### src/rtl/gaussian_pkg.sv
// gaussian_pkg: shared kernel weights, normalisation constants and pixel type for the blur stage
package gaussian_pkg;
  localparam int PIX_W = 8;
  localparam int K_CORNER = 1;
  localparam int K_EDGE = 2;
  localparam int K_CENTRE = 4;
  localparam int NORM_SH = 4;
  localparam int ROUND_C = 1 << (NORM_SH - 1);
  typedef logic [PIX_W-1:0] pix_t;
endpackage

### src/rtl/gaussian_kernel3x3.sv
// gaussian_kernel3x3: combinational [1 2 1; 2 4 2; 1 2 1] weighted sum of a row-major 3x3 window
module gaussian_kernel3x3
  import gaussian_pkg::*;
#(
  parameter int DW = 8
) (
  input  logic [9*DW-1:0] win,
  output logic [DW+3:0]   sum
);
  localparam int SW = DW + 4;
  logic [SW-1:0] corner, edge_s, centre;
  // corners, edges and centre grouped so each group gets its own weight
  always_comb begin
    corner = SW'(win[0*DW +: DW]) + SW'(win[2*DW +: DW]) + SW'(win[6*DW +: DW]) + SW'(win[8*DW +: DW]);
    edge_s = SW'(win[1*DW +: DW]) + SW'(win[3*DW +: DW]) + SW'(win[5*DW +: DW]) + SW'(win[7*DW +: DW]);
    centre = SW'(win[4*DW +: DW]);
    sum = corner * SW'(K_CORNER) + edge_s * SW'(K_EDGE) + centre * SW'(K_CENTRE);
  end
endmodule

### src/rtl/gaussian_window.sv
// gaussian_window: 3x3 Gaussian blur over streamed columns; GAUSS_ROUND_EN selects round-half-up with saturation
module gaussian_window
  import gaussian_pkg::*;
#(
  parameter int W  = 9,
  parameter int H  = 6,
  parameter int DW = 8
) (
  input  logic          clk,
  input  logic          rst,
  input  logic          valid_in,
  input  logic [DW-1:0] top,
  input  logic [DW-1:0] mid,
  input  logic [DW-1:0] bot,
  output logic [DW-1:0] pixel_out,
  output logic          valid_out,
  output logic          frame_done
);
  localparam int CW = $clog2(W);
  localparam int RW = $clog2(H);
  logic [CW-1:0]   col_q, col_d;
  logic [RW-1:0]   row_q, row_d;
  logic [3*DW-1:0] c0_q, c0_d, c1_q, c1_d, c2_q, c2_d;
  logic            v1_q, v1_d, f1_q, f1_d;
  logic [DW-1:0]   pix_q, pix_d, res;
  logic            vout_q, vout_d, done_q, done_d;
  logic            col_last, row_last;
  logic [DW+3:0]   sum;
`ifdef GAUSS_ROUND_EN
  logic [DW+4:0]   rsum;
`endif
  gaussian_kernel3x3 #(.DW(DW)) u_kernel (
    .win ({c2_q[DW-1:0], c1_q[DW-1:0], c0_q[DW-1:0],
           c2_q[2*DW-1:DW], c1_q[2*DW-1:DW], c0_q[2*DW-1:DW],
           c2_q[3*DW-1:2*DW], c1_q[3*DW-1:2*DW], c0_q[3*DW-1:2*DW]}),
    .sum (sum)
  );
  // stage 1 tracks position and shifts the window; stage 2 normalises the sum of the shifted window
  always_comb begin
    col_last = col_q == CW'(W - 1);
    row_last = row_q == RW'(H - 1);
    col_d = valid_in ? (col_last ? '0 : col_q + 1'b1) : col_q;
    row_d = (valid_in && col_last) ? (row_last ? '0 : row_q + 1'b1) : row_q;
    c0_d = valid_in ? c1_q : c0_q;
    c1_d = valid_in ? c2_q : c1_q;
    c2_d = valid_in ? {top, mid, bot} : c2_q;
    v1_d = valid_in && col_q >= CW'(2) && row_q >= RW'(2);
    f1_d = valid_in && col_last && row_last;
`ifdef GAUSS_ROUND_EN
    rsum = {1'b0, sum} + (DW+5)'(ROUND_C);
    res = rsum[DW+4] ? '1 : DW'(rsum >> NORM_SH);
`else
    res = DW'(sum >> NORM_SH);
`endif
    pix_d = v1_q ? res : pix_q;
    vout_d = v1_q;
    done_d = v1_q && f1_q;
  end
  // all state clears at once on reset so no partial result survives
  always_ff @(posedge clk or posedge rst) begin
    if (rst) begin
      col_q <= '0;
      row_q <= '0;
      c0_q <= '0;
      c1_q <= '0;
      c2_q <= '0;
      v1_q <= 1'b0;
      f1_q <= 1'b0;
      pix_q <= '0;
      vout_q <= 1'b0;
      done_q <= 1'b0;
    end else begin
      col_q <= col_d;
      row_q <= row_d;
      c0_q <= c0_d;
      c1_q <= c1_d;
      c2_q <= c2_d;
      v1_q <= v1_d;
      f1_q <= f1_d;
      pix_q <= pix_d;
      vout_q <= vout_d;
      done_q <= done_d;
    end
  end
  assign pixel_out = pix_q;
  assign valid_out = vout_q;
  assign frame_done = done_q;
endmodule
### config.mk
export PLATFORM = sky130hd
export DESIGN_NAME = gaussian_window
export DESIGN_NICKNAME = d
export VERILOG_FILES = /design/src/rtl/gaussian_pkg.sv /design/src/rtl/gaussian_kernel3x3.sv /design/src/rtl/gaussian_window.sv
export SDC_FILE = /design/constraint.sdc
export NUM_CORES = 1
export LEC_CHECK = 0
export ABC_AREA = 1
export CAP_MARGIN = 10
export CORE_MARGIN = 5
export CORE_UTILIZATION = 56
export CTS_BUF_LIST = sky130_fd_sc_hd__clkbuf_8
export DETAILED_ROUTE_END_ITERATION = 12
export GPL_TIMING_DRIVEN = 0
export PLACE_DENSITY_LB_ADDON = 0.3
export SYNTH_ARGS = -nofsm -noshare
export SYNTH_HDL_FRONTEND = slang
export SYNTH_HIERARCHICAL = 1
export SYNTH_SLANG_ARGS = --single-unit
### constraint.sdc
create_clock -name clk -period 4.95 [get_ports clk]
set_input_delay 0.495 -clock clk [delete_from_list [all_inputs] [get_ports clk]]
set_output_delay 0.495 -clock clk [all_outputs]
set_load 0.01 [all_outputs]
==> results of run 1 <==
[path summary, 6_finish.rpt]
path | from | endpoint | cells after the start
worst max-delay path | c2_q[11]$_DFFE_PP0P_ | pixel_out[6]$_DFFE_PP0P_ | 23
worst min-delay path | v1_q$_DFF_PP0_ | valid_out$_DFF_PP0_ | 0
worst max register to register | c2_q[11]$_DFFE_PP0P_ | pixel_out[6]$_DFFE_PP0P_ | 23
worst min register to register | v1_q$_DFF_PP0_ | valid_out$_DFF_PP0_ | 0
max in group asynchronous | rst | c1_q[15]$_DFFE_PP0P_ | 3
min in group asynchronous | rst | c2_q[15]$_DFFE_PP0P_ | 2
[placed cells by master (no fill, tap or decap), drive strengths merged, types with 5 or more instances in the layout]
cell type      count
inv              123
mux2               8
fa                46
ha                29
buf               38
nor2              17
a21oi             11
xor2               5
clkdlybuf4s50     36
clkbuf            11
nand3             16
o21ai              9
nand2            278
dfrtp             91
[per-layer routing]
layer	up-vias	share of wire, %	track usage [%]
li1	2073	-	-
met3	24	5.5	4.37
met2	138	50	39.3
met5	-	0	0
met4	0	1.9	7.12
met1	2137	43	32.6
[sequential cells by signal, indices dropped and copies added (netlist names)]
name / flops
valid_out: 1
c1_q: 24
c0_q: 24
c2_q: 24
pixel_out: 8
row_q: 3
f1_q: 1
v1_q: 1
frame_done: 1
col_q: 4
[per-stage QoR]
stage                     util [%]  area [um^2]
final                         69.9         6830
after global routing          69.9         6830
after CTS                     67.9         6640
after detailed placement      63.5         6210
after global placement        63.2         6180
after floorplan                  -         5650
[area by class of cell]
| cell class | count | area share, % |
|---|---|---|
| timing repair buffer | 58 | 7.99 |
| clock buffer | 10 | 2.02 |
| buffer | 17 | 1.52 |
| sequential | 91 | 33.3 |
| clock inverter | 6 | 1.01 |
| inverter | 120 | 6.67 |
| multi-input combinational | 430 | 45.0 |
| tap | 133 | 2.44 |
[critical path, cell delays in order (launching register included)]
cell and delay, ns:
dfrtp_1 0.41, inv_1 0.10, fa_1 0.45, fa_1 0.51
inv_1 0.06, ha_4 0.29, a21oi_4 0.18, nand2_4 0.09
nand3_2 0.08, nand2_1 0.09, nand2_2 0.07, nand2_2 0.06
fa_1 0.53, fa_2 0.46, fa_1 0.51, inv_2 0.05
ha_4 0.29, nand2_1 0.06, nand2_1 0.08, inv_2 0.05
o21a_1 0.20, nand3_2 0.06, nand2_1 0.05, mux2_2 0.25
[repair_timing]
action                                  in CTS  in global routing
setup buffers                               16                  5
resized for setup                           24                 39
pin swaps                                   22                 32
endpoints found under the setup margin       6                  7
hold buffers                                 0                  0
==> metrics.cfg, run 1 <==
[finish]
final_cells = 865
fin_nets = 829
fillCellCount = 711
seq_area_um2 = 2280
drive_above_1_share_pct = 16.5
area_delta_synth_final_pct = 21.3
multiInputGateArea_um2 = 3080
diodes = 0

[worst_setup_path]
critical_path_arrival_ns = 5.37
cp_max_fo = 5
cp-end-kind = register
rrSetupSlack_ns = -0.16
worstSetupPathType = reg2reg
start_kind = register
worstPathRequired_ns = 5.21

[grt]
grtUsageTotal_pct = 23.9
grt.overflow.total = 0
grt_pass1_vias = 4591
antenna_found_initial = 0
grt_max_degree = 71
grt_pass1_wl_um = 22100

[floorplanning]
start_util_pct = 57.6
die_y_um = 110
dieArea_um2 = 12200
ios = 37
chipWidth_um = 110
rows = 36
core_um2 = 9770

[run_status]
violations = negative setup slack
status = finished with violations

[clocking]
ctsRootBufferMaster = clkbuf_8
h-tree-depth = 3
path_clk_slew_ns = 0.10
cts.sinks = 91
clk_latency_ns = 0.38
clockBufferDepth = 2
numCtsBuffers = 9
cts_tree = done

[sta]
fin_crit_ns = 5.11
fin_skew_ns = 0.0128
rsz0062_at_grt = true
clock.fmax_mhz = 196
maxSlewViolCount = 0
finalHoldViolCount = 0
tightest_slew_ns = 0.582
relSlewSlack_pct = 61.2
setup_viol = 6
timing.hold.ws_ns = 0.373
final.setup.tns_ns = -0.623
setup_slack_ns = -0.155
period_share_pct = 103

[synth]
yosysWarningCount = 6
synth_cells = 658
syn-num-nets = 760
synthesis.area_um2 = 5630
avgSynthCellArea_um2 = 8.56

[place]
preCtsSetupSlack_ns = -0.323
dp_hpwl_um = 8930
placed_cells = 828
gp_congestion = 0.878
portBuffers = 36

[routing]
vias = 4372
antenna_left = 0
detail_route.wl_per_cell_um = 15.6
drtPass1Iterations = 5
route.detailed.drc = 0
drtIter0Drc = 336
vias_per_cell = 5.05
drt_wl_total_um = 13500

[flow_run]
maxCapViolCount = 0

[min_path]
hold_class = reg2reg

Power of run 1 is not shown: default switching activity piles up to over one toggle a cycle in this logic, so the estimate is an artifact.
==> run 2, diff against run 1 <==
--- a/config.mk
+++ b/config.mk
@@ -7,13 +7,14 @@
 export LEC_CHECK = 0
 export ABC_AREA = 1
 export CAP_MARGIN = 10
+export CELL_PAD_IN_SITES_DETAIL_PLACEMENT = 0
+export CELL_PAD_IN_SITES_GLOBAL_PLACEMENT = 1
 export CORE_MARGIN = 5
-export CORE_UTILIZATION = 56
+export CORE_UTILIZATION = 43
 export CTS_BUF_LIST = sky130_fd_sc_hd__clkbuf_8
 export DETAILED_ROUTE_END_ITERATION = 12
 export GPL_TIMING_DRIVEN = 0
 export PLACE_DENSITY_LB_ADDON = 0.3
 export SYNTH_ARGS = -nofsm -noshare
 export SYNTH_HDL_FRONTEND = slang
-export SYNTH_HIERARCHICAL = 1
 export SYNTH_SLANG_ARGS = --single-unit
==> run 2 against run 1 <==
The flow now finishes without violations. Final area is 4.4% lower. Clock skew is 0.0021 ns lower. Via count is 4.3% lower. Fmax is 8.7% higher. Utilization is 18 points lower. Critical path type unchanged. Largest cell class unchanged.
==> metrics.cfg, run 2 <==
[clocking]
numCtsBuffers = 9  ; unchanged
clk_latency_ns = 0.38  ; about the same
ctsRootBufferMaster = clkbuf_8  ; unchanged
path_clk_slew_ns = 0.09  ; was 0.10 ns
h-tree-depth = 3  ; unchanged
clockBufferDepth = 2  ; unchanged
cts_tree = done  ; unchanged
cts.sinks = 91  ; unchanged

[worst_setup_path]
reg2reg_depth = 28  ; was 23
crit_top_cell = nand2_1
cp-end-kind = register  ; unchanged
rr_startpoint = c1_q[16]$_DFFE_PP0P_  ; was c2_q[11]$_DFFE_PP0P_
rrSetupSlack_ns = 0.25  ; was -0.16 ns
cp_slowest_stage_delay_ns = 0.49  ; was 0.53 ns
worstSetupPathType = reg2reg  ; unchanged
r2r_end = pixel_out[7]$_DFFE_PP0P_  ; was pixel_out[6]$_DFFE_PP0P_
worstPathRequired_ns = 5.22  ; was 5.21 ns
slowest_stage = fa_1  ; unchanged
cp_max_fo = 5  ; unchanged
start_kind = register  ; unchanged
critical_path_arrival_ns = 4.97  ; was 5.37 ns

[synth]
synth_async_sr_flop_share_pct = 100
ys_types = 32
syn-num-nets = 745  ; was 760
synth_top_area_share_pct = 40.7
synth_cells = 644  ; was 658
yosysMostFrequentCell = nand2_1
synth_compound_area_share_pct = 10.3
synth_top_family_by_area = adder cells
synthesis.area_um2 = 5600  ; was 5630 um^2
synth_edf_count = 0
synth_area_leader_cell = dfrtp_1
avgSynthCellArea_um2 = 8.69  ; was 8.56 um^2
synthAdderAreaFrac_pct = 20.8
yosysSeqAreaShare_pct = 40.7
synthMuxAreaShare_pct = 0
synth-simple-area-share_pct = 15.6
synthTopCellsByArea = dfrtp_1, nand2_1, fa_1
synth_common_cells = nand2_1, inv_1, dfrtp_1
yosysWarningCount = 0  ; was 6
synthFlopType = dfrtp_1
yosys_register_bits = 91
synthXorXnorAreaFrac_pct = 2.97

[min_path]
hp-start = v1_q$_DFF_PP0_  ; unchanged
whs_path_depth = 0  ; unchanged
hold_class = reg2reg  ; unchanged
holdPathEnd = valid_out$_DFF_PP0_  ; unchanged

[power_and_ir_drop]
pwr_density_cell_nw_per_um2 = 718
irDropWorstVdd_mv = 0.429
power_mw = 4.68
p_leak_nw = 3.38

[place]
placed_cells = 853  ; was 828
portBuffers = 36  ; unchanged
gp_congestion = 0.869  ; was 0.878
placed_cell_area_um2 = 6200  ; was 6210 um^2
dp_hpwl_um = 9550  ; was 8930 um

[sta]
maxSlewViolCount = 0  ; unchanged
tightest_slew_ns = 0.565  ; was 0.582 ns
finalHoldViolCount = 0  ; unchanged
fin_skew_ns = 0.0107  ; was 0.0128 ns
timing.hold.ws_ns = 0.376  ; was 0.373 ns
fin_crit_ns = 4.70  ; was 5.11 ns
period_share_pct = 94.9  ; was 103%
relSlewSlack_pct = 62.3  ; was 61.2%
setup_viol = 0  ; was 6
clock.fmax_mhz = 213  ; was 196 MHz

[finish]
drive_above_1_share_pct = 8.15  ; was 16.5%
reg.largest.list = c0_q (24), c1_q (24), c2_q (24)  ; unchanged
final_common_cell = nand2_1  ; unchanged
final_cells = 871  ; was 865
area_delta_synth_final_pct = 16.6  ; was 21.3%
fin_nets = 797  ; was 829
diodes = 0  ; unchanged
fin_area_um2 = 6530  ; was 6830 um^2
layout_common_cells = nand2_1, inv_1, dfrtp_1  ; unchanged

[floorplanning]
start_util_pct = 44.2  ; was 57.6%
core_um2 = 12700  ; was 9770 um^2
rows = 41  ; was 36
dieArea_um2 = 15400  ; was 12200 um^2
ios = 37  ; unchanged
die_y_um = 124  ; was 110 um
chipWidth_um = 124  ; was 110 um

[run_status]
status = completed  ; was finished with violations

[routing]
route.detailed.drc = 0  ; unchanged
vias = 4186  ; was 4372
drtIter0Drc = 199  ; was 336
drt_wl_total_um = 12500  ; was 13500 um
vias_per_cell = 4.81  ; was 5.05
detail_route.wl_per_cell_um = 14.3  ; was 15.6 um
antenna_left = 0  ; unchanged
drtPass1Iterations = 4  ; was 5

[grt]
grt_max_degree = 58  ; was 71
grt_pass1_wl_um = 20500  ; was 22100 um
antenna_found_initial = 0  ; unchanged
grt_pass1_vias = 4185  ; was 4591
grt.overflow.total = 0  ; unchanged
grtUsageTotal_pct = 17.7  ; was 23.9%

[flow_run]
maxCapViolCount = 0  ; unchanged

## run 2: cell types whose count changed in the layout (fill, tap and decap cells not counted), sizes merged, moves of 4 or more
cell and change:
nand2 -102, o21ai +57, buf -21, fa -14, ha +13, a21oi +9, xnor2 +9, mux2 -8
a31oi +4, clkbuf +4, nand4 +4, nor2 -4
## run 2: repair_timing
| item | CTS | global route |
|---|---|---|
| endpoints found under the hold margin | 0 | 0 |
| gates resized for setup | 2 | 13 |
| endpoints found under the setup margin | 1 | 3 |
| pin swaps | 0 | 2 |
| buffers inserted | 1 | 3 |
| hold buffers | 0 | 0 |
## run 2: layout make-up
| cell class | count | area [um^2] |
|---|---|---|
| buffer | 17 | 81.3 |
| timing repair buffer | 41 | 418 |
| fill | 1264 | 6140 |
| inverter | 123 | 464 |
| sequential | 91 | 2280 |
| tap | 172 | 215 |
| clock buffer | 10 | 138 |
| multi-input combinational | 413 | 2890 |
| clock inverter | 4 | 43.8 |
## run 2: worst max-delay path: cells and delay by family (launching register included)
family          cells  cell delay (ns)
flops               1             0.39
compound gates      2             0.39
xor+xnor            2             0.17
fa+ha+maj           8             2.68
buf+inv             5             0.31
simple gates       11             0.65
## run 2: cell families (layout without fill, tap and decap cells)
group | count (synthesis) | after routing
adder cells (fa/ha/maj) | 74 | 74
AND/OR/NAND/NOR | 217 | 217
flip-flops | 91 | 91
XOR/XNOR | 19 | 19
buffers and inverters | 140 | 195
AO/OA/AOI/OAI | 103 | 103
## run 2: worst max-delay path by stage
| stage | end | start | slack [ns] | cells past startpoint |
|---|---|---|---|---|
| global placement | pixel_out[7]$_DFFE_PP0P_ | c1_q[16]$_DFFE_PP0P_ | -0.02 | 28 |
| detailed placement | pixel_out[7]$_DFFE_PP0P_ | c1_q[16]$_DFFE_PP0P_ | -0.04 | 28 |
| finish | pixel_out[7]$_DFFE_PP0P_ | c1_q[16]$_DFFE_PP0P_ | 0.25 | 28 |
| CTS | pixel_out[7]$_DFFE_PP0P_ | c1_q[16]$_DFFE_PP0P_ | 0.03 | 28 |
| floorplan | pixel_out[7]$_DFFE_PP0P_ | c1_q[16]$_DFFE_PP0P_ | 0.35 | 28 |
| global route | pixel_out[7]$_DFFE_PP0P_ | c1_q[16]$_DFFE_PP0P_ | -0.02 | 28 |
## run 2: stage by stage
stage / TNS, ns / worst slack, ns / util, %
final: 0 / 0.254 / 51.5
after global routing: -0.0232 / -0.0232 / 51.5
after CTS: 0 / 0.0257 / 50.6
after detailed placement: -0.0370 / -0.0370 / 49.0
after global placement: -0.0206 / -0.0206 / 48.7
after floorplan: 0 / 0.354 / -
## run 2: power by group
part | switching (mW) | total, mW | internal [mW]
logic | 1.81 | 3.22 | 1.41
clock network | 0.266 | 0.504 | 0.239
registers | 0.0815 | 0.964 | 0.883
## run 2: per-layer routing
metal	GRT usage [%]	routed length (um)
met3	2.72	480
met2	29.7	6020
met4	5.54	205
met1	23.6	5760
met5	0	0
(Power assumes the default switching activity.)
==> run 3, diff against run 2 <==
--- a/config.mk
+++ b/config.mk
@@ -10,7 +10,7 @@
 export CELL_PAD_IN_SITES_DETAIL_PLACEMENT = 0
 export CELL_PAD_IN_SITES_GLOBAL_PLACEMENT = 1
 export CORE_MARGIN = 5
-export CORE_UTILIZATION = 43
+export CORE_UTILIZATION = 51
 export CTS_BUF_LIST = sky130_fd_sc_hd__clkbuf_8
 export DETAILED_ROUTE_END_ITERATION = 12
 export GPL_TIMING_DRIVEN = 0
==> constraint.sdc (replaced) <==
create_clock -name clk -period 5.79 [get_ports clk]
set_input_delay 0.579 -clock clk [delete_from_list [all_inputs] [get_ports clk]]
set_output_delay 0.579 -clock clk [all_outputs]
set_load 0.01 [all_outputs]
==> run 3 against run 2 <==
Final cell count is 3.9% lower. Die area fell by 14%. Sequential share of layout area up 0.83 points. Critical path type unchanged. Critical endpoint unchanged.
==> metrics.cfg, run 3 (same netlist as run 2, synthesis figures left out) <==
[sta]
setup_slack_ns = 0.721  ; was 0.254 ns
setup_viol = 0  ; unchanged
fin_skew_ns = 0.0118  ; was 0.0107 ns
finalHoldViolCount = 0  ; unchanged
timing.hold.ws_ns = 0.386  ; was 0.376 ns
fin_crit_ns = 5.07  ; was 4.70 ns
final.setup.tns_ns = 0  ; unchanged
clock.fmax_mhz = 197  ; was 213 MHz
maxSlewViolCount = 0  ; unchanged
period_share_pct = 87.6  ; was 94.9%
relSlewSlack_pct = 62.1  ; was 62.3%
rsz0062_at_grt = false
tightest_slew_ns = 0.568  ; was 0.565 ns

[routing]
vias_per_cell = 4.95  ; was 4.81
vias = 4146  ; was 4186
drtIter0Drc = 131  ; was 199
route.detailed.drc = 0  ; unchanged
detail_route.wl_per_cell_um = 14.8  ; was 14.3 um
antenna_left = 0  ; unchanged
drtPass1Iterations = 4  ; unchanged
drt_wl_total_um = 12400  ; was 12500 um

[clocking]
clockBufferDepth = 2  ; unchanged
h-tree-depth = 3  ; unchanged
cts.sinks = 91  ; unchanged
ctsResizeCount = 0  ; was 2
numCtsBuffers = 9  ; unchanged
clk_latency_ns = 0.38  ; about the same
path_clk_slew_ns = 0.10  ; was 0.09 ns
cts_tree = done  ; unchanged
ctsRootBufferMaster = clkbuf_8  ; unchanged
post-cts-setup-buffers = 0  ; was 1
holdBufCountCts = 0  ; unchanged

[flow_run]
maxCapViolCount = 0  ; unchanged

[power_and_ir_drop]
irDropWorstVdd_mv = 0.449  ; was 0.429 mV
p_leak_nw = 3.37  ; was 3.38 nW
pwr_density_cell_nw_per_um2 = 599  ; was 718 nW/um^2

[floorplanning]
die_y_um = 115  ; was 124 um
rows = 38  ; was 41
start_util_pct = 51.9  ; was 44.2%
dieArea_um2 = 13200  ; was 15400 um^2
ios = 37  ; unchanged
chipWidth_um = 115  ; was 124 um
core_um2 = 10800  ; was 12700 um^2

[worst_setup_path]
start_kind = register  ; unchanged
crit_top_cell = nand2_1  ; unchanged
worstPathRequired_ns = 6.06  ; was 5.22 ns
cp_slowest_stage_delay_ns = 0.50  ; was 0.49 ns
worstSetupPathType = reg2reg  ; unchanged
crit_family = adder cells  ; unchanged
slowest_stage = fa_1  ; unchanged
critical_path_arrival_ns = 5.34  ; was 4.97 ns
cp_max_fo = 5  ; unchanged
cp-end-kind = register  ; unchanged
critPathBufInv = 5  ; unchanged

[place]
preCtsSetupSlack_ns = 0.749  ; was -0.0370 ns
placed_cells = 821  ; was 853
portBuffers = 36  ; unchanged
gp_congestion = 0.851  ; was 0.869
dp_hpwl_um = 9580  ; was 9550 um
placed_cell_area_um2 = 6160  ; was 6200 um^2

[min_path]
hold_class = reg2reg  ; unchanged

[grt]
antenna_found_initial = 0  ; unchanged
grtUsageTotal_pct = 21.0  ; was 17.7%
grt_pass1_vias = 4346  ; was 4185
grt_pass1_wl_um = 21100  ; was 20500 um
grt_max_degree = 70  ; was 58
grt.overflow.total = 0  ; unchanged

[finish]
layout_common_cells = nand2_1, inv_1, dfrtp_1  ; unchanged
drive_above_1_share_pct = 6.03  ; was 8.15%
area_delta_synth_final_pct = 13.9  ; was 16.6%
final_cells = 837  ; was 871
fin_nets = 793  ; was 797
reg.largest.list = c0_q (24), c1_q (24), c2_q (24)  ; unchanged
final_common_cell = nand2_1  ; unchanged
fin_area_um2 = 6380  ; was 6530 um^2
diodes = 0  ; unchanged

[run_status]
status = completed  ; unchanged

run 3: report_power, final:
group | internal [mW] | switching, mW | leakage (nW) | total, mW
logic | 1.06 | 1.46 | 2.13 | 2.53
registers | 0.755 | 0.0684 | 1.13 | 0.823
clock network | 0.225 | 0.245 | 0.106 | 0.470
run 3: worst register-to-register path, delay by kind of cell (launching register included):
kind	cells	cell delay [ns]
xor gates and xnor gates	2	0.24
and+or+nand+nor	10	0.63
AOI/OAI and AO/OA	3	0.50
adders and majority gates	8	2.88
buffers and inverters	5	0.31
DFF	1	0.40
run 3: metrics by stage:
step	total power [mW]	util, %
2_1_floorplan	2.85	-
3_3_place_gp	3.33	56.8
3_5_place_dp	3.39	57.1
4_1_cts	3.87	59.1
5_1_grt	4.34	59.1
6_report	3.82	59.1
run 3: worst paths after layout:
check / startpoint / depth (start not counted) / to / slack [ns]
min: v1_q$_DFF_PP0_ / 0 / valid_out$_DFF_PP0_ / 0.39
min reg2reg: v1_q$_DFF_PP0_ / 0 / valid_out$_DFF_PP0_ / 0.39
min in group asynchronous: rst / 2 / f1_q$_DFF_PP0_ / 0.51
max: c1_q[16]$_DFFE_PP0P_ / 28 / pixel_out[7]$_DFFE_PP0P_ / 0.72
max reg2reg: c1_q[16]$_DFFE_PP0P_ / 28 / pixel_out[7]$_DFFE_PP0P_ / 0.72
max in group asynchronous: rst / 3 / c1_q[6]$_DFFE_PP0P_ / 4.62
run 3: area by class of cell:
class | count | area (um^2)
clock buffer | 11 | 151
fill | 977 | 4420
clock inverter | 5 | 60.1
multi-input combinational | 413 | 2780
inverter | 123 | 464
timing repair buffer | 37 | 388
tap | 140 | 175
buffer | 17 | 81.3
sequential | 91 | 2280
run 3: routing by layer:
layer	up-vias	GRT usage [%]	routed length (um)	part of all wire, %
met4	0	8.14	259	2.1
met2	59	35.2	6060	49
met1	1979	27.2	5580	45
met3	16	3.74	453	3.7
met5	-	0	0	0
li1	2092	-	-	-
